<file path="config.mk">
export PLATFORM = sky130hd
export DESIGN_NAME = trdb_itype_pipe
export DESIGN_NICKNAME = d
export VERILOG_FILES = /design/src/rtl/trdb_itype_pipe.sv
export SDC_FILE = /design/constraint.sdc
export NUM_CORES = 1
export LEC_CHECK = 0
export CORE_ASPECT_RATIO = 0.9
export CORE_UTILIZATION = 46
export DETAILED_ROUTE_END_ITERATION = 8
export GPL_TIMING_DRIVEN = 0
export PLACE_DENSITY = 0.85
export SLEW_MARGIN = 10
export SYNTH_ARGS = -nofsm -noshare
export SYNTH_HDL_FRONTEND = slang
export SYNTH_SLANG_ARGS = --single-unit
</file>
<file path="constraint.sdc">
create_clock -name clk_i -period 3.1 [get_ports clk_i]
set_input_delay 0.62 -clock clk_i [delete_from_list [all_inputs] [get_ports clk_i]]
set_output_delay 0.62 -clock clk_i [all_outputs]
set_load 0.01 [all_outputs]
</file>
<file path="src/rtl/trdb_itype_pipe.sv">
// trdb_itype_pipe: classifies each retired instruction against its successor for trace encoding.
module trdb_itype_pipe #(
  parameter int XLEN     = 32,
  parameter int C_EXT    = 1,
  parameter int IMPL_RET = 1,
  parameter int CALLW    = 3
) (
  input  logic            clk_i,
  input  logic            rst_i,
  input  logic            valid_i,
  input  logic [XLEN-1:0] iaddr_i,
  input  logic [XLEN-1:0] inst_i,
  input  logic            compressed_i,
  input  logic            exception_i,
  input  logic            stall_i,
  input  logic            flush_i,
  output logic            out_valid_o,
  output logic [XLEN-1:0] out_iaddr_o,
  output logic            branch_o,
  output logic            branch_taken_o,
  output logic            updiscon_o,
  output logic            impl_ret_o,
  output logic            last_o,
  output logic [CALLW-1:0] depth_o
);
  logic            h_valid, h_c, h_exc;
  logic [XLEN-1:0] h_addr, h_inst;
  logic [CALLW-1:0] depth, depth_nxt;
  logic is_br, is_c_br, jal, jalr, c_jx, c_jr, c_jalr, rd_link, rs1_link;
  logic jump, call, ret, swap, impl_ret, upd, taken, fire, load;
  logic [4:0] rd, rs1;
  logic unused_bits;
  assign unused_bits = ^h_inst[XLEN-1:20];
  assign rd       = h_inst[11:7];
  assign rs1      = h_inst[19:15];
  assign rd_link  = rd == 5'd1 || rd == 5'd5;
  assign rs1_link = rs1 == 5'd1 || rs1 == 5'd5;
  // 32-bit opcode 0x63 covers the base branches plus the PULP immediate-compare branches
  assign is_c_br  = C_EXT != 0 && h_c && h_inst[1:0] == 2'b01 && h_inst[15:14] == 2'b11;
  assign is_br    = (!h_c && h_inst[6:0] == 7'h63) || is_c_br;
  assign jal      = !h_c && h_inst[6:0] == 7'h6f;
  assign jalr     = !h_c && h_inst[6:0] == 7'h67 && h_inst[14:12] == 3'b000;
  assign c_jx     = C_EXT != 0 && h_c && h_inst[1:0] == 2'b10 && h_inst[15:13] == 3'b100 &&
                    rd != 5'd0 && h_inst[6:2] == 5'd0;
  assign c_jr     = c_jx && !h_inst[12];
  assign c_jalr   = c_jx && h_inst[12];
  assign jump     = jalr || c_jr || c_jalr;
  assign call     = ((jal || jalr) && rd_link) || c_jalr;
  assign ret      = (jalr && rs1_link && rd == 5'd0) || (c_jr && rd_link);
  // link-to-link jalr pops and pushes at once, leaving the depth unchanged
  assign swap     = jalr && rd_link && rs1_link;
  assign impl_ret = IMPL_RET != 0 && ret && depth != '0;
  assign upd      = (jump && !impl_ret) || h_exc;
  assign load     = !stall_i && (flush_i || valid_i);
  assign fire     = load && h_valid;
  assign taken    = is_br && !flush_i && iaddr_i != h_addr + (h_c ? XLEN'(2) : XLEN'(4));
  always_comb
    depth_nxt = (IMPL_RET == 0 || h_exc) ? '0 :
                (call && !swap) ? (&depth ? depth : depth + CALLW'(1)) :
                impl_ret ? depth - CALLW'(1) : depth;
  always_ff @(posedge clk_i or posedge rst_i)
    if (rst_i) begin
      h_valid        <= 1'b0;
      h_addr         <= '0;
      h_inst         <= '0;
      h_c            <= 1'b0;
      h_exc          <= 1'b0;
      depth          <= '0;
      out_valid_o    <= 1'b0;
      out_iaddr_o    <= '0;
      branch_o       <= 1'b0;
      branch_taken_o <= 1'b0;
      updiscon_o     <= 1'b0;
      impl_ret_o     <= 1'b0;
      last_o         <= 1'b0;
    end else begin
      out_valid_o    <= fire;
      branch_o       <= fire && is_br;
      branch_taken_o <= fire && taken;
      updiscon_o     <= fire && upd;
      impl_ret_o     <= fire && impl_ret;
      last_o         <= fire && flush_i;
      if (fire) begin
        out_iaddr_o <= h_addr;
        depth       <= depth_nxt;
      end
      if (load) begin
        h_valid <= valid_i;
        h_addr  <= iaddr_i;
        h_inst  <= inst_i;
        h_c     <= compressed_i;
        h_exc   <= exception_i;
      end
    end
  assign depth_o = depth;
endmodule
</file>
==> flow_summary.yaml <==
status:
  status: "finished with violations"
  violations: "design-rule violations"
cells_and_area:
  drive_gt1_share_pct: 7.44
  stdcell_area_sq_um: 6520
  fillCellCount: 861
  nets: 783
  syn2layout_area_growth_pct: 32.1
  antenna_cells: 0
yosys:
  async_flop_share_pct: 100
  seq_area_frac_synth_pct: 48.2
  synth.cell_area_sq_um: 4930
  yosys_warnings: 0
  synthTopCellsByArea: "dfrtp_1 (48%), nand2_1 (20%), xnor2_1 (3.4%)"
  synth-edff-count: 0
  synth_ff_type: "dfrtp_1"
  syn_area_per_cell_sq_um: 8.37
  synth_commonest_cells: "nand2_1 (260), dfrtp_1 (95), clkbuf_1 (22)"
  synth_top_area_share_pct: 48.2
  synth_top_area_cell: "dfrtp_1"
  synth.most_common_cell: "nand2_1"
  synth_fp_nets: 664
  syn_inst: 589
  yosys.cell_types.count: 61
  ys_ff_latch: 95
drt:
  via_count: 4635
  detail_route.vias_per_cell: 5.51
  ant_nets: 0
  first_pass_iters: 7
  wl_per_cell_um: 16.3
  route.detailed.drc: 10
  routed_wl_um: 13700
  drt_iter0_drc: 354
power:
  ir_drop_uv: 326
  cellPowerDensity_nw_per_um2: 560
  power_frac_seq_pct: 43.4
  power.internal_uw: 2540
  p_leak_uw: 0.00301
  swShare_pct: 30.4
  pwr-share-clk_pct: 30.8
  total_power_uw: 3650
  p_switching_uw: 1110
  comb_power_share_pct: 25.8
clocking:
  cts_buffers: 9
  cts_tree: "yes"
  h-tree-depth: 3
  cts.clk_slew.worst_paths_ps: 60
  cts-root-buf: "clkbuf_16"
  cts.sinks: 95
  cts_buffer_depth: 2
  clock_latency_ps: 340
sta:
  timing.final.max_slew_violations: 0
  hold_ws_ps: 476
  max_slew_margin_pct: 53.3
  finalCriticalPeriod_ps: 3010
  hold_viol: 0
  setup_viol_count_final: 0
  fin_crit_sh_pct: 97.1
  tns_ps: 0
  fmax_ghz: 0.332
  fin_skew_ps: 8.28
  worstMarginPinSlew_ps: 700
floorplan:
  pin_count: 112
  initial_core_util_pct: 47.7
  dieArea_sq_um: 11100
  core.rowCount: 35
  die_h_um: 100
  fp.dieW_um: 111
  core_sq_um: 10300
worst_hold_path:
  min_path_type: "flop to flop"
global_route:
  antenna_found_initial: 0
  track_usage_pct: 25.3
  grt_pass1_wl_um: 22300
  grt_max_degree: 57
  grt_pass1_vias: 4526
  grt_overflow: 0
setup_path:
  critPathMaxStageDelay_ps: 590
  slowest_stage: "or4_4"
  end_kind: "flop"
  worstPathCellList: "ha_4 > inv_2 > fa_2 > nand4b_1 > or4_4 > o21ai_2 > o311ai_2 > a2111oi_2 > nor4b_2 > a31oi_1"
  crit_type: "flop to flop"
  critical_path_peak_fanout: 6
  worstPathArrival_ps: 3210
  path_buf_inv: 1
  start_kind: "flop"
  cp.required_ps: 3300
  crit_family: "simple AND/OR/NAND/NOR gates"
placed_design:
  gp_congestion: 0.885
  numPortBuffers: 98
  detailed_place.area_sq_um: 6100
  dp_hpwl_um: 9930
job:
  drv_cap: 0
[worst reg2reg max path: stages (launching register included)]
cell and delay (ps):
dfrtp_1 390, ha_4 160, inv_2 40, fa_2 400
nand4b_1 270, or4_4 590, o21ai_2 170, o311ai_2 120
a2111oi_2 290, nor4b_2 270, a31oi_1 160
[cells in the final DEF (no fill, tap or decap), types with 10 or more instances in the layout]
cell	count
buf_4	10
clkbuf_1	23
clkdlybuf4s50_1	98
dfrtp_1	94
inv_1	12
nand2_1	260
nand3_1	11
nor2_1	13
nor3_1	13
o21ai_0	13
xnor2_1	19
xor2_1	19
[layer usage]
metal | share of wire (%) | GRT usage [%] | vias up
li1 | - | - | 2191
met1 | 45 | 34.1 | 2227
met2 | 47 | 40.9 | 184
met3 | 5.7 | 4.41 | 33
met4 | 2.7 | 10.7 | 0
met5 | 0 | 0 | -
[stage by stage]
stage	util, %	setup WS, ps	cells
6_report	63.1	91.0	841
5_1_grt	63.1	-11.8	841
4_1_cts	62.3	1.47	836
3_5_place_dp	59.0	-362	817
3_3_place_gp	58.8	-1330	816
2_1_floorplan	-	2.98	589
[cell type report]
type	instances	area, sq um	area share [%]
plain buffers	28	118	1.80
clock buffers	11	243	3.73
clock inverters	4	55.1	0.845
inverters	14	55.1	0.845
multi-input cells	452	2440	37.4
flip-flops and latches	95	2380	36.5
well taps	129	161	2.48
repair buffers	108	1070	16.4
[worst paths after layout]
path,slack (ps),cells after the start,endpoint,start
max,90,10,branch_taken_o,h_addr[1]
min,480,2,out_iaddr_o[17],out_iaddr_o[17]
max reg2reg,90,10,branch_taken_o,h_addr[1]
min reg2reg,480,2,out_iaddr_o[17],out_iaddr_o[17]
max in group asynchronous,1670,3,h_c,rst_i
min in group asynchronous,750,2,out_valid_o,rst_i
[flip-flops by register name, indices dropped and copies added (netlist names)]
register and flops:
h_addr 32, out_iaddr_o 32, h_inst 19, depth_o 3
branch_o 1, branch_taken_o 1, h_c 1, h_exc 1
h_valid 1, impl_ret_o 1, last_o 1, out_valid_o 1
updiscon_o 1
[cell families (layout without fill, tap and decap cells)]
logic type	after synthesis	in the layout	share of synthesized area [%]
flip-flops	95	95	48.2
adder cells (fa/ha/maj)	4	4	1.32
AO/OA/AOI/OAI	51	51	6.77
XOR/XNOR	38	38	6.75
buffers and inverters	42	165	3.45
multiplexers	3	3	0.888
AND/OR/NAND/NOR	356	356	32.6
[what timing repair did]
| action | in CTS | in global routing |
|---|---|---|
| hold buffers | 0 | 0 |
| pin swaps | 1 | 8 |
| buffers inserted | 4 | 5 |
| setup endpoints to repair | 1 | 1 |
| resized for setup | 3 | 11 |
[power by group through the flow]
stage | clock [uW] | sequential (uW) | combinational (uW)
2_1_floorplan | 0 | 1620 | 418
3_3_place_gp | 0 | 1590 | 867
3_5_place_dp | 0 | 1610 | 896
4_1_cts | 1130 | 1580 | 915
5_1_grt | 1200 | 1610 | 1030
6_report | 1120 | 1580 | 941
No activity file was read; power rests on OpenSTA's default activity.
